--- src/rtl/tmds_decode.sv ---
// Single-channel TMDS receive decoder: aligns the 10-bit word boundary with bitslip requests
// until a run of control tokens is seen, then decodes pixel bytes and c0/c1 control periods.
module tmds_decode #(
  parameter int unsigned CTRL_RUN       = 16,
  parameter int unsigned SEARCH_TIMEOUT = 4096,
  parameter int unsigned SLIP_WAIT      = 8,
  parameter int unsigned LOSS_TIMEOUT   = 65536
) (
  input  logic       clk1x,
  input  logic       rst,
  input  logic [9:0] din,
  output logic       bitslip,
  output logic       locked,
  output logic [7:0] dout,
  output logic       c0,
  output logic       c1,
  output logic       de
);

  localparam int unsigned RunW  = (CTRL_RUN > 1) ? $clog2(CTRL_RUN) : 1;
  localparam int unsigned TmoW  = (SEARCH_TIMEOUT > 1) ? $clog2(SEARCH_TIMEOUT) : 1;
  localparam int unsigned WaitW = (SLIP_WAIT > 1) ? $clog2(SLIP_WAIT) : 1;
  localparam int unsigned LossW = (LOSS_TIMEOUT > 1) ? $clog2(LOSS_TIMEOUT) : 1;

  localparam logic [RunW-1:0]  RunLast  = RunW'(CTRL_RUN - 1);
  localparam logic [TmoW-1:0]  TmoLast  = TmoW'(SEARCH_TIMEOUT - 1);
  localparam logic [WaitW-1:0] WaitLast = WaitW'(SLIP_WAIT - 1);
  localparam logic [LossW-1:0] LossLast = LossW'(LOSS_TIMEOUT - 1);

  localparam logic [9:0] TokC00 = 10'b1101010100;
  localparam logic [9:0] TokC01 = 10'b0010101011;
  localparam logic [9:0] TokC10 = 10'b0101010100;
  localparam logic [9:0] TokC11 = 10'b1010101011;

  typedef enum logic [1:0] {StSearch, StSlip, StWait, StLocked} state_e;

  state_e           state_q, state_d;
  logic [RunW-1:0]  run_q, run_d;
  logic [TmoW-1:0]  tmo_q, tmo_d;
  logic [WaitW-1:0] wait_q, wait_d;
  logic [LossW-1:0] loss_q, loss_d;

  logic [9:0] s1_word_q;
  logic       s1_tok_q;
  logic [1:0] s1_ctl_q;
  logic       tok_match;
  logic [1:0] tok_ctl;

  logic [1:0] ctl_last_q;
  logic [7:0] dout_q, dout_d;
  logic [1:0] ctl_q, ctl_d;
  logic       de_q, de_d;

  logic [7:0] dec_unmask;
  logic [7:0] dec_byte;
  logic       out_en;

  // Token match on the raw word
  always_comb begin
    tok_match = 1'b1;
    tok_ctl   = 2'b00;
    case (din)
      TokC00:  tok_ctl = 2'b00;
      TokC01:  tok_ctl = 2'b01;
      TokC10:  tok_ctl = 2'b10;
      TokC11:  tok_ctl = 2'b11;
      default: tok_match = 1'b0;
    endcase
  end

  // Stage 1: raw word plus token flag
  always_ff @(posedge clk1x) begin
    if (rst) begin
      s1_word_q <= '0;
      s1_tok_q  <= 1'b0;
      s1_ctl_q  <= 2'b00;
    end else begin
      s1_word_q <= din;
      s1_tok_q  <= tok_match;
      s1_ctl_q  <= tok_ctl;
    end
  end

  // Alignment FSM
  always_comb begin
    logic clr;
    clr     = 1'b0;
    state_d = state_q;
    run_d   = run_q;
    tmo_d   = tmo_q;
    wait_d  = wait_q;
    loss_d  = loss_q;
    unique case (state_q)
      StSearch: begin
        run_d = s1_tok_q ? run_q + 1'b1 : '0;
        tmo_d = tmo_q + 1'b1;
        if (s1_tok_q && (run_q == RunLast)) begin
          state_d = StLocked;
          clr     = 1'b1;
        end else if (tmo_q == TmoLast) begin
          state_d = StSlip;
          clr     = 1'b1;
        end
      end
      StSlip: begin
        state_d = StWait;
        clr     = 1'b1;
      end
      StWait: begin
        if (wait_q == WaitLast) begin
          state_d = StSearch;
          clr     = 1'b1;
        end else begin
          wait_d = wait_q + 1'b1;
        end
      end
      StLocked: begin
        if (loss_q == LossLast) begin
          state_d = StSearch;
          clr     = 1'b1;
        end else begin
          loss_d = s1_tok_q ? '0 : loss_q + 1'b1;
        end
      end
      default: begin
        state_d = StSearch;
        clr     = 1'b1;
      end
    endcase
    if (clr) begin
      run_d  = '0;
      tmo_d  = '0;
      wait_d = '0;
      loss_d = '0;
    end
  end

  always_ff @(posedge clk1x) begin
    if (rst) begin
      state_q <= StSearch;
      run_q   <= '0;
      tmo_q   <= '0;
      wait_q  <= '0;
      loss_q  <= '0;
    end else begin
      state_q <= state_d;
      run_q   <= run_d;
      tmo_q   <= tmo_d;
      wait_q  <= wait_d;
      loss_q  <= loss_d;
    end
  end

  // Data decode: undo the optional inversion, then the XOR/XNOR chain
  always_comb begin
    dec_unmask  = s1_word_q[9] ? ~s1_word_q[7:0] : s1_word_q[7:0];
    dec_byte    = '0;
    dec_byte[0] = dec_unmask[0];
    for (int i = 1; i < 8; i++) begin
      dec_byte[i] = s1_word_q[8] ? (dec_unmask[i] ^ dec_unmask[i-1])
                                 : ~(dec_unmask[i] ^ dec_unmask[i-1]);
    end
  end

  // Outputs run only while locked both before and after this edge, so they zero on the same
  // edge that locked falls and start the cycle after locked rises.
  assign out_en = (state_q == StLocked) && (state_d == StLocked);

  always_comb begin
    dout_d = '0;
    ctl_d  = 2'b00;
    de_d   = 1'b0;
    if (out_en) begin
      if (s1_tok_q) begin
        ctl_d = s1_ctl_q;
      end else begin
        dout_d = dec_byte;
        ctl_d  = ctl_last_q;
        de_d   = 1'b1;
      end
    end
  end

  // Stage 2: decoded outputs
  always_ff @(posedge clk1x) begin
    if (rst) begin
      ctl_last_q <= 2'b00;
      dout_q     <= '0;
      ctl_q      <= 2'b00;
      de_q       <= 1'b0;
    end else begin
      if (s1_tok_q) begin
        ctl_last_q <= s1_ctl_q;
      end
      dout_q <= dout_d;
      ctl_q  <= ctl_d;
      de_q   <= de_d;
    end
  end

  assign bitslip = (state_q == StSlip);
  assign locked  = (state_q == StLocked);
  assign dout    = dout_q;
  assign c0      = ctl_q[0];
  assign c1      = ctl_q[1];
  assign de      = de_q;

endmodule

--- config.mk ---
export PLATFORM = sky130hd
export DESIGN_NAME = tmds_decode
export DESIGN_NICKNAME = d
export VERILOG_FILES = /design/src/rtl/tmds_decode.sv
export SDC_FILE = /design/constraint.sdc
export NUM_CORES = 1
export LEC_CHECK = 0
export ABC_AREA = 1
export BUFFER_PORTS_ARGS = -buffer_cell sky130_fd_sc_hd__buf_4
export CAP_MARGIN = 20
export CORE_ASPECT_RATIO = 0.5
export CORE_MARGIN = 3
export CORE_UTILIZATION = 30
export CTS_BUF_LIST = sky130_fd_sc_hd__clkbuf_16
export DETAILED_ROUTE_END_ITERATION = 8
export MAX_ROUTING_LAYER = met4
export PLACE_DENSITY = 0.52
export RECOVER_POWER = 100
export SYNTH_ARGS = -nofsm -noshare
export SYNTH_HDL_FRONTEND = slang
export SYNTH_SLANG_ARGS = --single-unit
--- constraint.sdc ---
create_clock -name clk1x -period 1.7 [get_ports clk1x]
set_input_delay 0.34 -clock clk1x [delete_from_list [all_inputs] [get_ports clk1x]]
set_output_delay 0.34 -clock clk1x [all_outputs]
set_load 0.03 [all_outputs]
==> results.md, run 1 <==
| Quantity | Value | Unit |
|:---|:---|:---|
| Vias in the first global route | 2225 | - |
| Post-synthesis simple-gate area fraction | 0.3035 | - |
| Final hold slack | 0.2301 | ns |
| Timing-limited maximum frequency | 630.3 | MHz |
| Max VDD drop | 0.0004652 | V |
| Maximum clock insertion buffer count | 2 | - |
| Final core occ | 0.3941 | - |
| RSZ-0062 raised after global routing | false | - |
| Total Routed Length | 6.026 | mm |
| Final hold violation count | 0 | - |
| Mapped Nets | 391 | - |
| Worst-case setup margin in the final layout | 0.1133 | ns |
| Number of cells in the design after placement | 519 | - |
| Post-route fraction of the period consumed by the critical path | 0.9333 | - |
| Xor and xnor fraction of the mapped netlist area | 0.09530 | - |
| TritonCTS Sinks | 63 | - |
| Site Rows | 24 | - |
| Mean routed wirelength per cell | 11.22 | um |
| # Max-Cap Violations | 0 | - |
| Drc violations | 0 | - |
| Count of buffers from port buffering | 24 | - |
| TritonCTS clock tree | yes | - |
| Power, Total | 3.609 | mW |
| Setup-violating endpoint count in the final report | 0 | - |
| Number of flip-flops and latches in the synthesized netlist | 63 | - |
| Overflow left after global routing | 0 | - |
| Number of distinct standard cells referenced by the synthesized netlist | 26 | - |
| Non-filler cells in the finished layout | 537 | - |
| CP startpoint kind | flop | - |
| Final layout net count | 432 | - |
| Final Max Tran Viols | 0 | - |
| Antenna diode count | 0 | - |
| Overall Global Routing Usage | 0.1290 | - |
| Path category of the worst min-delay check | in -> reg | - |
| Initial antenna violation count | 0 | - |
| Most frequent cells in the layout | sky130_fd_sc_hd__nand2_1, sky130_fd_sc_hd__nor2_1, sky130_fd_sc_hd__dfxtp_1 | - |
| Number of routed nets with antenna violations | 0 | - |
| Insertion delay to the later sink of the worst-skew pair | 0.33 | ns |
| Standard cell core area | 8979 | um^2 |
| Largest family of logic cells by synthesized area | simple AND/OR/NAND/NOR gates | - |
| Final standard cell area without fillers | 3538 | um^2 |
| Gate family responsible for the most delay along the worst path | buffers and inverters | - |
| Synthesis warning total | 0 | - |
| Vias per cell | 4.412 | - |
| Top cells by area in the synthesized netlist | sky130_fd_sc_hd__dfxtp_1, sky130_fd_sc_hd__nor2_1, sky130_fd_sc_hd__nand2_1 | - |
| Largest net degree at the start of global routing | 33 | - |
| Horizontal die dimension | 143.8 | um |
| Post-Route Skew | 0.007251 | ns |
| Cells after Synth | 374 | - |
| Seq/Total Area, Yosys | 0.4427 | - |
| Critical path buffer and inverter count | 2 | - |
| Gpl congestion | 0.7914 | - |
| Mapped Avg Cell Area | 7.618 | um^2 |
| Iter 0 DRT Violations | 115 | - |
| Number of optimization iterations in the first detailed-route pass | 5 | - |
| Longest individual stage delay on the worst path | 0.38 | ns |
| Die Span Y | 74.91 | um |
| Vias after detailed routing | 2369 | - |
| Area growth from synthesis to layout | 24.20 | % |
| Placed inst area | 3216 | um^2 |
| Number of hold-repair buffers added at the cts stage | 0 | - |
| Slowest CP cell | sky130_fd_sc_hd__dfxtp_2 | - |
| Data arrival, critical path | 1.25 | ns |
| Count of pins on the block boundary | 25 | - |
| Setup TNS Final | 0 | ns |
| Leakage power summed over all cells | 1.381 | nW |
| Crit path cell chain | nand2_1, inv_1, clkbuf_2 | - |
| Share of layout cells above drive strength 1 | 0.1333 | - |
| CP required | 1.36 | ns |
| Crit Path Class | reg -> out | - |
| Post-placement setup slack | 0.1117 | ns |
| Global-route wire length before repair | 10.37 | mm |
| TritonCTS Buffers | 9 | - |
| Min Tclk post-route | 1.587 | ns |
| Initial cell density of the core | 0.3173 | - |
| Detailed placer's ending HPWL | 4.197 | mm |
| Level count of the clock H-tree | 3 | - |
| Status | completed | - |
| Library cell used as clock root buffer | sky130_fd_sc_hd__clkbuf_16 | - |
| Critical Path End Type | output port | - |
| Crit-path max FO | 7 | - |
| Largest area contributor in the netlist | sky130_fd_sc_hd__dfxtp_1 | - |
| Multiplexer area fraction after synthesis | 0.007027 | - |
| Power Dens Cells | 1020 | nW/um^2 |
| Post-synthesis share of cell area spent on full adders, half adders and majority gates | 0.02196 | - |
| Netlist Area Pre-Place | 2849 | um^2 |
| Register clock-pin slew on the reported worst setup and hold paths | 0.05 | ns |
| Area share of the leading cell type in the synthesized netlist | 0.4427 | - |
| Overall die area | 10770 | um^2 |
| Worst-Margin Slew | 0.7171 | ns |
| Compound-Gate Fraction of Synth Area | 0.05885 | - |
| Relative slew slack | 0.5220 | - |
[state kept, by name, indices dropped and copies added (netlist names)]
name,count
run_q,4
s1_tok_q,1
de,1
state_q,2
dout,8
s1_ctl_q,2
tmo_q,12
s1_word_q,10
ctl_last_q,2
ctl_q,2
loss_q,16
wait_q,3
[layout make-up]
| class | count | area (um^2) |
|---|---|---|
| Fill cell | 897 | 5440 |
| Clock buffer | 9 | 225.2 |
| Multi-Input combinational cell | 267 | 1391 |
| Sequential cell | 63 | 1264 |
| Inverter | 35 | 131.4 |
| Timing Repair Buffer | 39 | 284.0 |
| Clock inverter | 7 | 96.34 |
| Tap cell | 117 | 146.4 |
[per-layer routing]
metal	share of wire	GRT usage	vias to the layer above
met4	0.010	0.04071	0
met3	0.049	0.06091	5
met1	0.54	0.1709	1036
met2	0.40	0.1723	41
met5	0	-	-
li1	-	-	1287
[synthesized netlist by cell type]
cell type / number
sky130_fd_sc_hd__nor2_1: 75
sky130_fd_sc_hd__nand2_1: 74
sky130_fd_sc_hd__dfxtp_1: 63
sky130_fd_sc_hd__inv_1: 35
sky130_fd_sc_hd__a21oi_1: 19
sky130_fd_sc_hd__xor2_1: 19
sky130_fd_sc_hd__nand3_1: 18
sky130_fd_sc_hd__nand4_1: 16
sky130_fd_sc_hd__xnor2_1: 12
sky130_fd_sc_hd__ha_1: 5
sky130_fd_sc_hd__nor3_1: 5
sky130_fd_sc_hd__o21ai_0: 5
sky130_fd_sc_hd__buf_6: 4
sky130_fd_sc_hd__nand2_2: 3
sky130_fd_sc_hd__nor4_1: 3
sky130_fd_sc_hd__o21bai_1: 3
sky130_fd_sc_hd__or2_2: 3
sky130_fd_sc_hd__buf_2: 2
sky130_fd_sc_hd__clkbuf_1: 2
sky130_fd_sc_hd__mux2i_1: 2
sky130_fd_sc_hd__a41oi_1: 1
sky130_fd_sc_hd__buf_4: 1
sky130_fd_sc_hd__nand3_2: 1
sky130_fd_sc_hd__nand3_4: 1
sky130_fd_sc_hd__nor2_2: 1
sky130_fd_sc_hd__o21ai_4: 1
[power breakdown]
group	switching (mW)	leakage (nW)	internal [mW]
Combinational	0.0656	0.716	0.0619
Clock	0.683	0.154	1.29
Sequential	0.0143	0.512	1.50
[logic make-up after synthesis]
family                   Yosys count
AND/OR/NAND/NOR                  200
XOR/XNOR                          31
AO/OA/AOI/OAI                     29
multiplexers                       2
flip-flops                        63
adder cells (fa/ha/maj)            5
buffers and inverters             44
[repair_timing]
item                       in CTS  in global routing
setup buffers                   0                  1
setup endpoints to repair       0                 33
resized for setup               0                  7
[path summary, 6_finish.rpt]
path | from | cells after the start | slack (ns) | end
hold reg to reg | wait_q[1] | 2 | 0.47 | wait_q[1]
setup / recovery | state_q[1] | 3 | 0.11 | locked
hold / removal | din[9] | 3 | 0.23 | s1_word_q[9]
setup reg to reg | loss_q[0] | 9 | 0.13 | dout[6]
[worst min-delay path: stages]
cell                      delay (ns)
sky130_fd_sc_hd__buf_4          0.09
sky130_fd_sc_hd__nand2_1        0.06
sky130_fd_sc_hd__inv_1          0.05
Note: power is estimated with default switching activity, not from simulation.
==> run 2, diff against run 1 <==
Settings changed: ABC_AREA 1 to not set.
Clock period 1.7 ns to 1.9 ns, I/O delays scaled along.
==> run 2 against run 1 <==
  * Critical path depth up 1
  * Clock power decreased by 5%
  * Non-clock buffer count is 21 higher
  * Clock-buffer cell count unchanged
  * Worst hold slack better by 0.0080 ns
  * Area after synthesis down 2.1%
  * Synthesized cell count decreased by 21%
  * Wire length increased by 10%
  * Global-route usage grew 0.50 points
  * Register-to-register slack worse by 0.03 ns
  * Critical path type unchanged
  * Total power down 6.9%
  * Sequential cell count is the same
==> results.md, run 2 <==
| Quantity | Value | Unit | Change |
|:---|:---|:---|:---|
| Status | completed | - | unchanged |
| TritonCTS Sinks | 63 | - | unchanged |
| Mapped Nets | 311 | - | was 391 |
| Number of cells in the design after placement | 454 | - | was 519 |
| Power share of the sequential group | 0.403 | - | was 0.419 |
| Final layout net count | 366 | - | was 432 |
| Number of flip-flops and latches in the synthesized netlist | 63 | - | unchanged |
| Startpoint of the lowest-slack register-to-register path | loss_q[4] | - | was loss_q[0] |
| Synthesis warning total | 0 | - | unchanged |
| Maximum clock insertion buffer count | 2 | - | unchanged |
| Horizontal die dimension | 142.4 | um | was 143.8 um |
| RSZ-0062 raised after global routing | true | - | was false |
| Register clock-pin slew on the reported worst setup and hold paths | 0.05 | ns | about the same |
| Leakage power summed over all cells | 1.290 | nW | was 1.381 nW |
| Crit Path Class | reg -> out | - | unchanged |
| Mapped Avg Cell Area | 9.490 | um^2 | was 7.618 um^2 |
| Most frequent cells in the layout | sky130_fd_sc_hd__dfxtp_1, sky130_fd_sc_hd__buf_4, sky130_fd_sc_hd__nor3_1 | - | was sky130_fd_sc_hd__nand2_1, sky130_fd_sc_hd__nor2_1, sky130_fd_sc_hd__dfxtp_1 |
| Drc violations | 0 | - | unchanged |
| Overflow left after global routing | 0 | - | unchanged |
| Switching power share of the total | 0.2001 | - | was 0.2113 |
| Detailed placer's ending HPWL | 4.653 | mm | was 4.197 mm |
| # Max-Cap Violations | 0 | - | unchanged |
| Largest registers | loss_q x16, tmo_q x12, s1_word_q x10 | - | unchanged |
| Power share of the combinational group | 0.036 | - | was 0.035 |
| TritonCTS Buffers | 9 | - | unchanged |
| Worst reg2reg endpoint | loss_q[11] | - | was dout[6] |
| Number of hold-repair buffers added at the cts stage | 0 | - | unchanged |
| Seq/Total Area, Yosys | 0.4520 | - | was 0.4427 |
| Number of routed nets with antenna violations | 0 | - | unchanged |
| Critical path buffer and inverter count | 3 | - | was 2 |
| Relative slew slack | 0.5443 | - | was 0.5220 |
| Path category of the worst min-delay check | in -> reg | - | unchanged |
| Slowest CP cell | sky130_fd_sc_hd__dfxtp_1 | - | was sky130_fd_sc_hd__dfxtp_2 |
| Count of buffers added by post-CTS timing repair for setup | 0 | - | unchanged |
| Top cells by area in the synthesized netlist | sky130_fd_sc_hd__dfxtp_1, sky130_fd_sc_hd__xnor2_1, sky130_fd_sc_hd__nor3_1 | - | was sky130_fd_sc_hd__dfxtp_1, sky130_fd_sc_hd__nor2_1, sky130_fd_sc_hd__nand2_1 |
| Gate family responsible for the most delay along the worst path | flip-flops | - | was buffers and inverters |
| Level count of the clock H-tree | 3 | - | unchanged |
| Share of flip-flops with an asynchronous set or reset | 0 | - | unchanged |
| Library cell used as clock root buffer | sky130_fd_sc_hd__clkbuf_16 | - | unchanged |
| Antenna diode count | 0 | - | unchanged |
| Placed inst area | 3287 | um^2 | was 3216 um^2 |
| Die Span Y | 74.20 | um | was 74.91 um |
| Number of enable flip-flop cells after synthesis | 0 | - | unchanged |
| Overall die area | 10560 | um^2 | was 10770 um^2 |
| Crit-path max FO | 8 | - | was 7 |
| Max reg flops | 16 | - | unchanged |
| Standard cell core area | 8889 | um^2 | was 8979 um^2 |
| Data arrival, critical path | 1.42 | ns | was 1.25 ns |
| Timing-limited maximum frequency | 554.9 | MHz |  |
| Library cell appearing most often on the critical path | sky130_fd_sc_hd__buf_4 | - |  |
| Post-Route Skew | 0.005495 | ns | was 0.007251 ns |
| Fraction of power consumed by the clock network | 0.561 | - | was 0.546 |
| Main synth FF type | sky130_fd_sc_hd__dfxtp_1 | - | unchanged |
| Cells after Synth | 294 | - | was 374 |
| Non-filler cells in the finished layout | 471 | - | was 537 |
| Largest reg by FF count | loss_q | - | unchanged |
| Global-route wire length before repair | 10.78 | mm | was 10.37 mm |
| Worst-Margin Slew | 0.6836 | ns | was 0.7171 ns |
| Worst hold path startpoint | din[9] | - | unchanged |
| Worst-case setup margin in the final layout | 0.09790 | ns | was 0.1133 ns |
| Number of distinct standard cells referenced by the synthesized netlist | 53 | - | was 26 |
| Overall Global Routing Usage | 0.1340 | - | was 0.1290 |
| Vias in the first global route | 2313 | - | was 2225 |
| Most instantiated cells after synthesis | sky130_fd_sc_hd__dfxtp_1, sky130_fd_sc_hd__nor3_1, sky130_fd_sc_hd__xnor2_1 | - | was sky130_fd_sc_hd__nor2_1, sky130_fd_sc_hd__nand2_1, sky130_fd_sc_hd__dfxtp_1 |
| Setup-violating endpoint count in the final report | 0 | - | unchanged |
| Insertion delay to the later sink of the worst-skew pair | 0.34 | ns | was 0.33 ns |
| Worst Hold End | s1_ctl_q[1] | - | was s1_word_q[9] |
| Final standard cell area without fillers | 3645 | um^2 | was 3538 um^2 |
| Most used standard cell by instance count after synthesis | sky130_fd_sc_hd__dfxtp_1 | - | was sky130_fd_sc_hd__nor2_1 |
| Switching power summed over all nets | 672.0 | uW | was 762.5 uW |
| Gpl congestion | 0.8228 | - | was 0.7914 |
| Number of fillers in the final layout | 881 | - | was 897 |
| Post-placement setup slack | -0.1073 | ns | was 0.1117 ns |
| CP required | 1.52 | ns | was 1.36 ns |
| Critical Path End Type | output port | - | unchanged |
| Count of buffers from port buffering | 24 | - | unchanged |
| Share of layout cells above drive strength 1 | 0.2260 | - | was 0.1333 |
| Largest area contributor in the netlist | sky130_fd_sc_hd__dfxtp_1 | - | unchanged |
| Iter 0 DRT Violations | 220 | - | was 115 |
| Longest individual stage delay on the worst path | 0.46 | ns | was 0.38 ns |
| Vias after detailed routing | 2370 | - | was 2369 |
| Global-route met1 utilization | 0.1494 | - | was 0.1709 |
| Final hold violation count | 0 | - | unchanged |
| Met3 GRT Util | 0.04881 | - | was 0.06091 |
| Launching instance or port of the critical path | state_q[0] | - | was state_q[1] |
| Post-route fraction of the period consumed by the critical path | 0.9485 | - |  |
| CP startpoint kind | flop | - | unchanged |
| Power Dens Cells | 921.5 | nW/um^2 | was 1020 nW/um^2 |
| Initial cell density of the core | 0.3139 | - | was 0.3173 |
| Mean routed wirelength per cell | 14.12 | um | was 11.22 um |
| Crit path cell chain | nand2_1, inv_2, buf_4, buf_4 | - | was nand2_1, inv_1, clkbuf_2 |
| Largest net degree at the start of global routing | 26 | - | was 33 |
| Site Rows | 24 | - | unchanged |
| Initial antenna violation count | 0 | - | unchanged |
| Netlist Area Pre-Place | 2790 | um^2 | was 2849 um^2 |
| Worst-case register-to-register setup slack | 0.1 | ns | was 0.13 ns |
| Max VDD drop | 0.0004605 | V | was 0.0004652 V |
| Number of optimization iterations in the first detailed-route pass | 4 | - | was 5 |
| Area growth from synthesis to layout | 30.63 | % | was 24.20% |
| Worst Reg2Reg Path Length in Cells | 5 | - | was 9 |
| Area share of the leading cell type in the synthesized netlist | 0.4520 | - | was 0.4427 |
| Min Tclk post-route | 1.802 | ns |  |
| Total Routed Length | 6.649 | mm | was 6.026 mm |
| Final Max Tran Viols | 0 | - | unchanged |
| Vias per cell | 5.032 | - | was 4.412 |
| Hold Path Depth | 2 | - | was 3 |
| Count of pins on the block boundary | 25 | - | unchanged |
| TritonCTS clock tree | yes | - | unchanged |
| Busiest layer in global routing | met2 | - | unchanged |
| Most common cell after layout, fill and taps aside | sky130_fd_sc_hd__dfxtp_1 | - |  |
| Met2 usage in global routing | 0.2266 | - | was 0.1723 |
| Internal power of the cells | 2.687 | mW | was 2.846 mW |
run 2: cell types whose count changed in the layout (fill, tap and decap cells not counted), moves of 8 or more:
| cell | before | now |
|---|---|---|
| sky130_fd_sc_hd__nor2b_1 | 0 | 13 |
| sky130_fd_sc_hd__nand2_1 | 74 | 10 |
| sky130_fd_sc_hd__nor3_1 | 5 | 27 |
| sky130_fd_sc_hd__a211oi_1 | 0 | 8 |
| sky130_fd_sc_hd__buf_4 | 20 | 45 |
| sky130_fd_sc_hd__nor2_1 | 74 | 18 |
| sky130_fd_sc_hd__inv_1 | 36 | 6 |
| sky130_fd_sc_hd__xnor2_1 | 12 | 20 |
| sky130_fd_sc_hd__xor2_1 | 19 | 4 |
| sky130_fd_sc_hd__a21oi_1 | 19 | 11 |
run 2: layout make-up:
class / instances / area [um^2] / area share
Multi-Input combinational cell: 208 / 1436 / 0.3941
Timing Repair Buffer: 60 / 425.4 / 0.1167
Inverter: 7 / 26.28 / 0.007209
Sequential cell: 63 / 1264 / 0.3467
Tap cell: 117 / 146.4 / 0.04016
Clock inverter: 7 / 121.4 / 0.03330
Clock buffer: 9 / 225.2 / 0.06179
run 2: per-layer routing:
layer / vias to the layer above / routed length [um]
met5: - / 0
met4: 0 / 97
met3: 8 / 257
met2: 37 / 3216
met1: 1129 / 3078
li1: 1196 / -
run 2: how the worst max path moves through the flow:
| stage | depth (start not counted) | endpoint | slack (ns) |
|---|---|---|---|
| 6_report | 4 | locked | 0.1 |
| 4_1_cts | 6 | run_q[1] | 0.001 |
| 5_1_grt | 6 | loss_q[8] | 0.002 |
| 2_1_floorplan | 8 | tmo_q[0] | 0.01 |
| 3_5_place_dp | 6 | tmo_q[8] | -0.11 |
| 3_3_place_gp | 6 | tmo_q[9] | -0.02 |
run 2: power by group through the flow:
stage	clock (mW)	sequential (mW)	combinational [mW]
finish	1.88	1.35	0.122
global route	1.99	1.35	0.134
CTS	1.93	1.35	0.122
detailed placement	0	1.38	0.122
global placement	0	1.38	0.120
floorplan	0	1.38	0.0813
run 2: logic make-up (layout without fill, tap and decap cells):
family,count (synthesis),count (layout),share of synthesized area
buf+inv,23,83,0.04708
xor+xnor,24,24,0.07534
compound gates,46,46,0.1170
mux,6,6,0.02197
fa+ha+maj,5,5,0.02242
simple gates,127,127,0.2641
flops,63,63,0.4520
run 2: what timing repair did:
action                                  4_1_cts  5_1_grt
gates cloned                                  0        1
endpoints found under the setup margin       28       36
pin swaps                                     0        1
resized for setup                             1       14
run 2: per-stage QoR:
| step | TNS (ns) | utilization | power (mW) | hold slack, ns |
|---|---|---|---|---|
| floorplan | 0 | - | 1.460 | 0.4536 |
| global placement | -0.4189 | 0.3698 | 1.501 | 0.4855 |
| detailed placement | -1.967 | 0.3698 | 1.503 | 0.4912 |
| CTS | 0 | 0.4092 | 3.400 | 0.2259 |
| global route | 0 | 0.4101 | 3.480 | 0.2267 |
| finish | 0 | 0.4101 | 3.359 | 0.2381 |
run 2: worst register-to-register path: stages, from the launching register on:
cell and delay, ns:
sky130_fd_sc_hd__dfxtp_1 0.37, sky130_fd_sc_hd__buf_4 0.16, sky130_fd_sc_hd__and4_2 0.24, sky130_fd_sc_hd__nand2_1 0.15
sky130_fd_sc_hd__or4_1 0.53, sky130_fd_sc_hd__a211oi_1 0.26
